--- src/rtl/isa_pkg.sv ---
`default_nettype none
// +----------------------------------------------------------------------+
// | isa_pkg: shared widths, default strobe timing and FSM state encoding  |
// | Revision: 1.0                                                         |
// +----------------------------------------------------------------------+
package isa_pkg;

  localparam int c_addr_w      = 10;
  localparam int c_data_w      = 8;
  localparam int c_cnt_w       = 4;
  localparam int c_setup_cyc   = 1;
  localparam int c_strobe_cyc  = 3;
  localparam int c_hold_cyc    = 1;

  typedef enum logic [1:0] {
    ST_IDLE   = 2'd0,
    ST_SETUP  = 2'd1,
    ST_STROBE = 2'd2,
    ST_HOLD   = 2'd3
  } state_t;

endpackage
`default_nettype wire

--- src/rtl/isa_io_arbiter_if.sv ---
`default_nettype none
// +----------------------------------------------------------------------+
// | isa_io_arbiter_if: requester handshake plus ISA I/O bus bundle        |
// | Revision: 1.0                                                         |
// +----------------------------------------------------------------------+
interface isa_io_arbiter_if;
  import isa_pkg::*;

  logic [1:0]          req;
  logic [1:0]          we;
  logic [c_addr_w-1:0] addr0;
  logic [c_addr_w-1:0] addr1;
  logic [c_data_w-1:0] wdata0;
  logic [c_data_w-1:0] wdata1;
  logic [1:0]          gnt;
  logic [1:0]          done;
  logic [c_data_w-1:0] rdata;
  logic [c_addr_w-1:0] SA;
  logic [c_data_w-1:0] SD_out;
  logic                SD_oe;
  logic [c_data_w-1:0] SD_in;
  logic                IOR;
  logic                IOW;
  logic                AEN;
  logic                busy;

  // master: requesters and the external bus side; slave: the arbiter
  modport master (
    output req, we, addr0, addr1, wdata0, wdata1, SD_in,
    input  gnt, done, rdata, SA, SD_out, SD_oe, IOR, IOW, AEN, busy
  );

  modport slave (
    input  req, we, addr0, addr1, wdata0, wdata1, SD_in,
    output gnt, done, rdata, SA, SD_out, SD_oe, IOR, IOW, AEN, busy
  );

endinterface
`default_nettype wire

--- src/rtl/rr_arb2.sv ---
`default_nettype none
// +----------------------------------------------------------------------+
// | rr_arb2: two-way round-robin grant, pointer moves only on accept      |
// | Revision: 1.0                                                         |
// +----------------------------------------------------------------------+
module rr_arb2 (
  input  wire logic       clk,
  input  wire logic       rst_n,
  input  wire logic [1:0] i_req,
  input  wire logic       i_accept,
  output logic      [1:0] o_gnt
);

  // set when requester 1 won last, giving requester 0 the next tie
  logic r_last;

  always_comb begin
    o_gnt = 2'b00;
    case (i_req)
      2'b01:   o_gnt = 2'b01;
      2'b10:   o_gnt = 2'b10;
      2'b11:   o_gnt = r_last ? 2'b01 : 2'b10;
      default: o_gnt = 2'b00;
    endcase
  end

  always_ff @(posedge clk or negedge rst_n) begin
    if (!rst_n) begin
      r_last <= 1'b1;
    end else if (i_accept) begin
      r_last <= o_gnt[1];
    end
  end

endmodule
`default_nettype wire

--- src/rtl/isa_io_arbiter.sv ---
`default_nettype none
// +----------------------------------------------------------------------+
// | isa_io_arbiter: shares one ISA I/O cycle engine between 2 requesters  |
// | Revision: 1.0                                                         |
// +----------------------------------------------------------------------+
module isa_io_arbiter
  import isa_pkg::*;
#(
  parameter int SETUP_CYC  = c_setup_cyc,
  parameter int STROBE_CYC = c_strobe_cyc,
  parameter int HOLD_CYC   = c_hold_cyc
) (
  input wire logic        clk,
  input wire logic        rst_n,
  isa_io_arbiter_if.slave bus
);

  localparam logic [c_cnt_w-1:0] c_setup_ld  = c_cnt_w'(SETUP_CYC - 1);
  localparam logic [c_cnt_w-1:0] c_strobe_ld = c_cnt_w'(STROBE_CYC - 1);
  localparam logic [c_cnt_w-1:0] c_hold_ld   = c_cnt_w'(HOLD_CYC - 1);

  state_t              r_state;
  state_t              w_next;
  logic [c_cnt_w-1:0]  r_cnt;
  logic                r_owner;
  logic                r_we;
  logic [c_addr_w-1:0] r_addr;
  logic [c_data_w-1:0] r_wdata;
  logic [c_data_w-1:0] r_rdata;
  logic [1:0]          w_win;
  logic [1:0]          w_owner_oh;
  logic                w_accept;
  logic                w_cnt_zero;

  assign w_accept   = (r_state == ST_IDLE) && (|w_win);
  assign w_cnt_zero = (r_cnt == '0);
  assign w_owner_oh = r_owner ? 2'b10 : 2'b01;

  rr_arb2 u_arb (
    .clk      (clk),
    .rst_n    (rst_n),
    .i_req    (bus.req),
    .i_accept (w_accept),
    .o_gnt    (w_win)
  );

  always_ff @(posedge clk or negedge rst_n) begin
    if (!rst_n) begin
      r_state <= ST_IDLE;
    end else begin
      r_state <= w_next;
    end
  end

  always_comb begin
    w_next = r_state;
    case (r_state)
      ST_IDLE:   if (w_accept)   w_next = ST_SETUP;
      ST_SETUP:  if (w_cnt_zero) w_next = ST_STROBE;
      ST_STROBE: if (w_cnt_zero) w_next = ST_HOLD;
      ST_HOLD:   if (w_cnt_zero) w_next = ST_IDLE;
      default:                   w_next = ST_IDLE;
    endcase
  end

  // one shared down-counter, reloaded whenever a new state is entered
  always_ff @(posedge clk or negedge rst_n) begin
    if (!rst_n) begin
      r_cnt <= '0;
    end else if (w_next != r_state) begin
      case (w_next)
        ST_SETUP:  r_cnt <= c_setup_ld;
        ST_STROBE: r_cnt <= c_strobe_ld;
        ST_HOLD:   r_cnt <= c_hold_ld;
        default:   r_cnt <= '0;
      endcase
    end else if (!w_cnt_zero) begin
      r_cnt <= r_cnt - 1'b1;
    end
  end

  always_ff @(posedge clk or negedge rst_n) begin
    if (!rst_n) begin
      r_owner <= 1'b0;
      r_we    <= 1'b0;
      r_addr  <= '0;
      r_wdata <= '0;
      r_rdata <= '0;
    end else begin
      if (w_accept) begin
        r_owner <= w_win[1];
        r_we    <= w_win[1] ? bus.we[1] : bus.we[0];
        r_addr  <= w_win[1] ? bus.addr1 : bus.addr0;
        r_wdata <= w_win[1] ? bus.wdata1 : bus.wdata0;
      end
      if ((r_state == ST_STROBE) && w_cnt_zero && !r_we) begin
        r_rdata <= bus.SD_in;
      end
    end
  end

  always_comb begin
    bus.gnt   = 2'b00;
    bus.done  = 2'b00;
    bus.IOR   = 1'b1;
    bus.IOW   = 1'b1;
    bus.AEN   = 1'b1;
    bus.SD_oe = 1'b0;
    bus.busy  = 1'b0;
    case (r_state)
      ST_SETUP: begin
        bus.gnt   = w_owner_oh;
        bus.AEN   = 1'b0;
        bus.SD_oe = r_we;
        bus.busy  = 1'b1;
      end
      ST_STROBE: begin
        bus.gnt   = w_owner_oh;
        bus.AEN   = 1'b0;
        bus.SD_oe = r_we;
        bus.busy  = 1'b1;
        bus.IOR   = r_we;
        bus.IOW   = !r_we;
      end
      ST_HOLD: begin
        bus.gnt   = w_owner_oh;
        bus.AEN   = 1'b0;
        bus.SD_oe = r_we;
        bus.busy  = 1'b1;
        bus.done  = w_cnt_zero ? w_owner_oh : 2'b00;
      end
      default: ;
    endcase
  end

  // address and write data stay parked on the bus between cycles
  assign bus.SA     = r_addr;
  assign bus.SD_out = r_wdata;
  assign bus.rdata  = r_rdata;

endmodule
`default_nettype wire

--- src/flat_wrapper.sv ---
// flat-port wrapper written by rule: the top's interface ports become plain ports
module isa_io_arbiter_flat import isa_pkg::*;
#(
  parameter int SETUP_CYC  = c_setup_cyc,
  parameter int STROBE_CYC = c_strobe_cyc,
  parameter int HOLD_CYC   = c_hold_cyc
)
  (clk, rst_n, bus_req, bus_we, bus_addr0, bus_addr1, bus_wdata0, bus_wdata1, bus_SD_in, bus_gnt, bus_done, bus_rdata, bus_SA, bus_SD_out, bus_SD_oe, bus_IOR, bus_IOW, bus_AEN, bus_busy);
  isa_io_arbiter_if bus_i ();
  input wire logic clk;
  input wire logic rst_n;
  input wire logic [$bits(bus_i.req)-1:0] bus_req;
  input wire logic [$bits(bus_i.we)-1:0] bus_we;
  input wire logic [$bits(bus_i.addr0)-1:0] bus_addr0;
  input wire logic [$bits(bus_i.addr1)-1:0] bus_addr1;
  input wire logic [$bits(bus_i.wdata0)-1:0] bus_wdata0;
  input wire logic [$bits(bus_i.wdata1)-1:0] bus_wdata1;
  input wire logic [$bits(bus_i.SD_in)-1:0] bus_SD_in;
  output wire logic [$bits(bus_i.gnt)-1:0] bus_gnt;
  output wire logic [$bits(bus_i.done)-1:0] bus_done;
  output wire logic [$bits(bus_i.rdata)-1:0] bus_rdata;
  output wire logic [$bits(bus_i.SA)-1:0] bus_SA;
  output wire logic [$bits(bus_i.SD_out)-1:0] bus_SD_out;
  output wire logic [$bits(bus_i.SD_oe)-1:0] bus_SD_oe;
  output wire logic [$bits(bus_i.IOR)-1:0] bus_IOR;
  output wire logic [$bits(bus_i.IOW)-1:0] bus_IOW;
  output wire logic [$bits(bus_i.AEN)-1:0] bus_AEN;
  output wire logic [$bits(bus_i.busy)-1:0] bus_busy;
  assign bus_i.req = bus_req;
  assign bus_i.we = bus_we;
  assign bus_i.addr0 = bus_addr0;
  assign bus_i.addr1 = bus_addr1;
  assign bus_i.wdata0 = bus_wdata0;
  assign bus_i.wdata1 = bus_wdata1;
  assign bus_i.SD_in = bus_SD_in;
  assign bus_gnt = bus_i.gnt;
  assign bus_done = bus_i.done;
  assign bus_rdata = bus_i.rdata;
  assign bus_SA = bus_i.SA;
  assign bus_SD_out = bus_i.SD_out;
  assign bus_SD_oe = bus_i.SD_oe;
  assign bus_IOR = bus_i.IOR;
  assign bus_IOW = bus_i.IOW;
  assign bus_AEN = bus_i.AEN;
  assign bus_busy = bus_i.busy;
  isa_io_arbiter #(.SETUP_CYC(SETUP_CYC), .STROBE_CYC(STROBE_CYC), .HOLD_CYC(HOLD_CYC)) u_core (.clk(clk), .rst_n(rst_n), .bus(bus_i));
endmodule
--- config.mk ---
export PLATFORM = sky130hd
export DESIGN_NAME = isa_io_arbiter_flat
export DESIGN_NICKNAME = d
export VERILOG_FILES = /design/src/rtl/isa_pkg.sv /design/src/rtl/isa_io_arbiter_if.sv /design/src/rtl/rr_arb2.sv /design/src/rtl/isa_io_arbiter.sv /design/src/flat_wrapper.sv
export SDC_FILE = /design/constraint.sdc
export NUM_CORES = 1
export LEC_CHECK = 0
export ABC_AREA = 1
export CORE_MARGIN = 2
export CORE_UTILIZATION = 44
export CTS_CLUSTER_SIZE = 30
export DETAILED_ROUTE_END_ITERATION = 12
export GPL_TIMING_DRIVEN = 0
export PLACE_DENSITY = 0.86
export SLEW_MARGIN = 25
export SYNTH_ARGS = -nofsm -noshare
export SYNTH_HDL_FRONTEND = slang
export SYNTH_SLANG_ARGS = --single-unit
--- constraint.sdc ---
create_clock -name clk -period 1.92 [get_ports clk]
set_input_delay 0.384 -clock clk [delete_from_list [all_inputs] [get_ports clk]]
set_output_delay 0.384 -clock clk [all_outputs]
set_load 0.005 [all_outputs]
==> flow_summary.json, run 1 <==
{
  "status": "completed",
  "portBuffers": 84,
  "leakage_nw": 1.47,
  "syn_inst": 221,
  "via_count": 1788,
  "hold_viol": 0,
  "crit_fanout": 6,
  "p_per_area_nw_per_um2": 1360,
  "grt_max_degree": 19,
  "fillers": 310,
  "die-area_um2": 4560,
  "drive_gt1_frac": 0.148,
  "yosysSeqAreaShare": 0.494,
  "ant_nets": 0,
  "place_area_um2": 2700,
  "maxCapViolCount": 0,
  "dr.pass1.iters": 4,
  "cts_buffers": 5,
  "io_pins": 85,
  "ir_drop_mv": 0.627,
  "synth_edf_count": 0,
  "synth.area.mux_share": 0,
  "die_h_um": 67.5,
  "root_buffer": "clkbuf_8",
  "std_cell_rows": 23,
  "ys_ff_latch": 35,
  "min_path_type": "in2async",
  "clk-insertion-delay-late_ns": 0.29,
  "coreArea_um2": 3940,
  "start_util": 0.451,
  "synth_fp_nets": 272,
  "hpwlAfterDp_um": 3350,
  "layout.nets": 374,
  "num_antenna_cells": 0,
  "drt_iter0_markers": 76,
  "clk_pin_slew_ns": 0.07,
  "yosys_warnings": 0,
  "synth_fa_ha_area_frac": 0.00704,
  "post-route-min-period_ns": 1.87,
  "gp_congestion": 0.847,
  "worst_slack_ns": 0.0540,
  "drv_slew": 0,
  "cts.path.max_buffers": 2,
  "fin_total_pwr_w": 0.00396,
  "worstSetupPathType": "reg2out",
  "overflow": 0,
  "ctsHoldBuffers": 0,
  "drc": 0,
  "synth_xor_area_frac": 0.00986,
  "report.final.setup_viol": 0,
  "synth_top_family_by_area": "simple AND/OR/NAND/NOR gates",
  "syn2layout_area_growth_pct": 64.2,
  "antenna_found_initial": 0,
  "synthSimpleGateAreaFrac": 0.290,
  "ys_types": 23,
  "synth_area_leaders": "dfrtp_1 48%, nand2_1 19%, o211ai_1 7.6%",
  "cp.arrival_ns": 1.48,
  "synth_area_per_cell_um2": 8.04,
  "synthArstFlopShare": 1.00,
  "vias_per_cell": 4.78,
  "max_freq_mhz": 536,
  "cts_sinks": 35,
  "r2r-start": "u_core.r_cnt[0]",
  "yosysTopAreaCell": "dfrtp_1",
  "cp-start-kind": "register",
  "routed_wl_um": 4800,
  "h-tree-depth": 2,
  "post-route-period-util": 0.972,
  "netlist_area_um2": 1780,
  "synth_top_area_frac": 0.479,
  "dp_slack_ns": 0.0146,
  "grt_pass1_wl_um": 7330,
  "grt_pass1_vias": 1694,
  "clock_skew_ns": 0.00524,
  "setup_tns_ns": 0,
  "synthFlopType": "dfrtp_1",
  "cts_tree": "built",
  "die-width_um": 67.5,
  "worstSetupStartpoint": "u_core.r_cnt[0]",
  "cp-end-kind": "output pin",
  "required_ns": 1.54,
  "wl_per_cell_um": 12.8,
  "postLayoutCellArea_um2": 2920,
  "worst_slew_pin_slew_ns": 0.457,
  "synth-compound-area-share": 0.0979,
  "grt_usage": 0.219,
  "slew_headroom": 0.695
}
## layout make-up
class,instances,area [µm²],share of cell area
multi-input combinational,148,754,0.259
sequential,35,881,0.302
tap,50,62.6,0.0214
timing repair buffer,95,940,0.322
inverter,29,109,0.0373
buffer,9,71.3,0.0244
clock buffer,8,100,0.0343
## per-stage QoR
stage,cells,hold slack (ns),util
3_3_place_gp,355,0.451,0.680
5_1_grt,374,0.0621,0.740
6_report,374,0.0340,0.740
4_1_cts,367,0.0425,0.718
2_1_floorplan,221,0.0884,-
3_5_place_dp,356,0.358,0.685
## cells in the mapped netlist, types with 2 or more instances
cell and count:
inv_2 2, nand2_4 2, o21ai_1 2, nor2_2 4
buf_4 3, dfrtp_1 34, buf_6 3, inv_1 27
nand2_1 88, nand3_1 10, o211ai_1 18, nor2_1 12
nor3_1 2, buf_2 3, o21ai_2 2, xor2_1 2
## state kept, by name, indices dropped and copies added (netlist names)
register,flops
u_core.bus.SA,10
u_core.bus.SD_out,8
u_core.bus.rdata,8
u_core.r_cnt,4
u_core.r_state,2
u_core.r_owner,1
u_core.r_we,1
u_core.u_arb.r_last,1
## worst max-delay path: stages (launching register included)
cell,delay (ns)
dfrtp_1,0.40
inv_1,0.11
ha_4,0.16
nand2_4,0.09
nor3_1,0.17
dlygate4sd2_1,0.26
## placed cells by master (no fill, tap or decap), drive strengths merged
cell / instances
o21ai: 4
a21oi: 1
nor2: 17
dfstp: 1
nand3: 10
ha: 1
buf: 21
xor2: 2
dlygate4sd2: 3
o22ai: 1
clkbuf: 8
dlymetal6s2s: 2
inv: 29
nand2: 91
dfrtp: 34
o211ai: 18
or2: 1
nor3: 2
clkdlybuf4s50: 78
## layer usage
metal,track usage,vias up,share of wire
li1,-,890,-
met4,0.0842,0,0.015
met2,0.373,55,0.52
met5,0,-,0
met3,0.0883,6,0.076
met1,0.245,837,0.39
## report_power, final
| part | leakage [nW] | total [W] | switching (W) | internal (W) |
|---|---|---|---|---|
| combinational | 1.01 | 0.00200 | 0.000871 | 0.00112 |
| sequential | 0.409 | 0.00137 | 0.000253 | 0.00112 |
| clock | 0.0515 | 0.000589 | 0.000262 | 0.000327 |
| total | 1.47 | 0.00396 | 0.00139 | 0.00257 |
## worst paths after layout
kind,endpoint,slack (ns),cells after the start
max,bus_done[0],0.05,5
min,u_core.bus.rdata[1],0.03,1
max reg2reg,u_core.r_cnt[1],0.53,9
min reg2reg,u_core.u_arb.r_last,0.47,2
max in group asynchronous,u_core.u_arb.r_last,1.36,2
min in group clk,u_core.u_arb.r_last,0.47,2
## what timing repair did
| action | 4_1_cts | 5_1_grt |
|---|---|---|
| buffers inserted | 3 | 7 |
| endpoints found under the setup margin | 7 | 8 |
| resized for setup | 6 | 9 |
| pin swaps | 1 | 2 |
## cells by family after synthesis
| logic type | count (synthesis) |
|---|---|
| AND/OR/NAND/NOR | 121 |
| flip-flops | 35 |
| XOR/XNOR | 2 |
| adder cells (fa/ha/maj) | 1 |
| buffers and inverters | 38 |
| AO/OA/AOI/OAI | 24 |
No activity file was read; power rests on OpenSTA's default activity.
==> run 2, diff against run 1 <==
--- a/config.mk
+++ b/config.mk
@@ -7,11 +7,11 @@
 export LEC_CHECK = 0
 export ABC_AREA = 1
 export CORE_MARGIN = 2
-export CORE_UTILIZATION = 44
+export CORE_UTILIZATION = 37
 export CTS_CLUSTER_SIZE = 30
 export DETAILED_ROUTE_END_ITERATION = 12
 export GPL_TIMING_DRIVEN = 0
-export PLACE_DENSITY = 0.86
+export PLACE_DENSITY = 0.77
 export SLEW_MARGIN = 25
 export SYNTH_ARGS = -nofsm -noshare
 export SYNTH_HDL_FRONTEND = slang
==> constraint.sdc (replaced) <==
create_clock -name clk -period 1.6 [get_ports clk]
set_input_delay 0.32 -clock clk [delete_from_list [all_inputs] [get_ports clk]]
set_output_delay 0.32 -clock clk [all_outputs]
set_load 0.005 [all_outputs]
==> run 2 against run 1 <==
Sequential power up 19%; largest cell class unchanged; first-iteration DRC count is 16% higher; critical path type unchanged; sequential share of layout area is 0.85 points lower; worst setup slack got worse by 0.050 ns; total power up 23%; combinational power increased by 30%; non-clock buffer count rose by 11; worst hold slack improved by 0.44 ns; clock skew is 0.00092 ns higher; die area up 18%.
==> flow_summary.json, run 2 (synthesis gave the netlist of run 1 again) <==
{
  "cts_buffers": 5,
  "cp-start-kind": "register",
  "drc": 0,
  "hpwlAfterDp_um": 3360,
  "start_util": 0.381,
  "post-route-min-period_ns": 1.60,
  "hp-start": "u_core.bus.rdata[1]",
  "final_common_cell": "nand2_1",
  "hold_end": "u_core.bus.rdata[1]",
  "largest_register_ffs": 10,
  "rsz0062_at_grt": "true",
  "final_cells": 389,
  "min_path_type": "reg2reg",
  "dp.cells": 360,
  "antenna_found_initial": 0,
  "layout_common_cells": "85 x nand2_1, 74 x clkdlybuf4s50_1, 33 x dfrtp_1",
  "num_antenna_cells": 0,
  "min_path_cells": 2,
  "maxCapViolCount": 0,
  "worst_slack_ns": 0.00429,
  "root_buffer": "clkbuf_8",
  "worstSetupPathType": "reg2out",
  "std_cell_rows": 25,
  "p_int_w": 0.00312,
  "clk-insertion-delay-late_ns": 0.29,
  "grt_max_degree": 21,
  "place_area_um2": 2710,
  "status": "completed",
  "ir_drop_mv": 0.879,
  "pwr-share-clk": 0.131,
  "portBuffers": 84,
  "leakage_nw": 1.50,
  "cts.path.max_buffers": 2,
  "grt_pass1_wl_um": 7600,
  "comb_power_share": 0.535,
  "cts_sinks": 35,
  "post-route-period-util": 0.997,
  "postLayoutCellArea_um2": 2990,
  "drt_iter0_markers": 88,
  "coreArea_um2": 4660,
  "syn2layout_area_growth_pct": 68.5,
  "layout.nets": 385,
  "overflow": 0,
  "wl_per_cell_um": 12.7,
  "clk_pin_slew_ns": 0.08,
  "drive_gt1_frac": 0.209,
  "p_per_area_nw_per_um2": 1630,
  "report.final.setup_viol": 0,
  "grt_pass1_vias": 1672,
  "r2r-start": "u_core.r_cnt[0]",
  "die-width_um": 73.3,
  "cp.arrival_ns": 1.28,
  "crit_fanout": 3,
  "io_pins": 85,
  "dp_slack_ns": -0.275,
  "hold_ws_ns": 0.473,
  "grt_usage": 0.186,
  "vias_per_cell": 4.67,
  "r2r_end": "u_core.r_cnt[1]",
  "switching_power_w": 0.00175,
  "worst_slew_pin_slew_ns": 0.403,
  "via_count": 1817,
  "cp-end-kind": "output pin",
  "critPathMaxStageDelay_ns": 0.39,
  "seqPwrFrac": 0.334,
  "required_ns": 1.28,
  "swShare": 0.360,
  "drv_slew": 0,
  "clock_skew_ns": 0.00616,
  "r2r_slack_ns": 0.14,
  "cts_tree": "built",
  "dr.pass1.iters": 4,
  "gp_congestion": 0.748,
  "path_cells": "inv_2 > ha_4 > nand2_4 > nor3_2 > buf_2",
  "hold_viol": 0,
  "max_freq_mhz": 627,
  "routed_wl_um": 4930,
  "h-tree-depth": 2,
  "die-area_um2": 5370,
  "slowest_stage": "dfrtp_1",
  "slew_headroom": 0.731,
  "ant_nets": 0,
  "reg2reg_depth": 10,
  "die_h_um": 73.3
}
[run 2: cell count changes in the layout (fill, tap and decap cells not counted), sizes merged]
cell,change
clkbuf,+1
clkinvlp,+2
dlymetal6s2s,-2
clkdlybuf4s50,-4
dlygate4sd3,+1
clkdlybuf4s15,+2
clkinv,+1
dlygate4sd2,-3
buf,+13
[run 2: how the worst max path moves through the flow]
stage | startpoint | endpoint | slack [ns] | depth (start not counted)
after CTS | u_core.r_state[1] | bus_SD_oe | -0.10 | 5
final | u_core.r_cnt[0] | bus_done[0] | 0.004 | 5
after global placement | rst_n | u_core.bus.SA[2] | -0.58 | 1
after floorplan | u_core.r_cnt[0] | bus_done[0] | 0.32 | 4
after detailed placement | u_core.r_cnt[0] | bus_done[0] | -0.28 | 5
after global routing | u_core.r_cnt[0] | bus_done[0] | -0.06 | 5
[run 2: per-layer routing]
layer	part of all wire	wire length (µm)	up-vias	GRT usage
met1	0.40	1970	837	0.212
li1	-	-	916	-
met3	0.071	349	7	0.0617
met5	0	0	-	0
met2	0.51	2530	57	0.324
met4	0.016	81	0	0.0667
[run 2: power by group through the flow]
stage / clock network, W / registers, W / logic [W]
2_1_floorplan: 0 / 0.00163 / 0.000991
5_1_grt: 0.000698 / 0.00169 / 0.00288
6_report: 0.000638 / 0.00163 / 0.00261
3_5_place_dp: 0 / 0.00162 / 0.00218
3_3_place_gp: 0 / 0.00162 / 0.00212
4_1_cts: 0.000658 / 0.00161 / 0.00237
[run 2: final cells by class]
class | instances | area [µm²]
clock inverters | 3 | 20.0
well taps | 54 | 67.6
repair buffers | 106 | 1010
plain buffers | 9 | 71.3
multi-input cells | 148 | 767
flip-flops and latches | 35 | 878
inverters | 29 | 111
fillers | 411 | 1670
clock buffers | 5 | 68.8
[run 2: repair_timing]
item,CTS,global route
hold endpoints to repair,15,0
endpoints found under the setup margin,9,8
hold buffers,1,0
resized for setup,25,21
buffers inserted,12,8
pin swaps,5,6
[run 2: critical path: cells and delay by family, from the launching register on]
family	cells	cell delay, ns
fa+ha+maj	1	0.15
buf+inv	2	0.23
flops	1	0.39
simple gates	2	0.22
[run 2: stage by stage]
step,TNS [ns],utilization,total power [W]
after global placement,-21.01,0.576,0.00374
after global routing,-0.208,0.642,0.00526
after CTS,-0.115,0.623,0.00464
after detailed placement,-1.58,0.581,0.00380
after floorplan,0,-,0.00262
final,0,0.642,0.00488
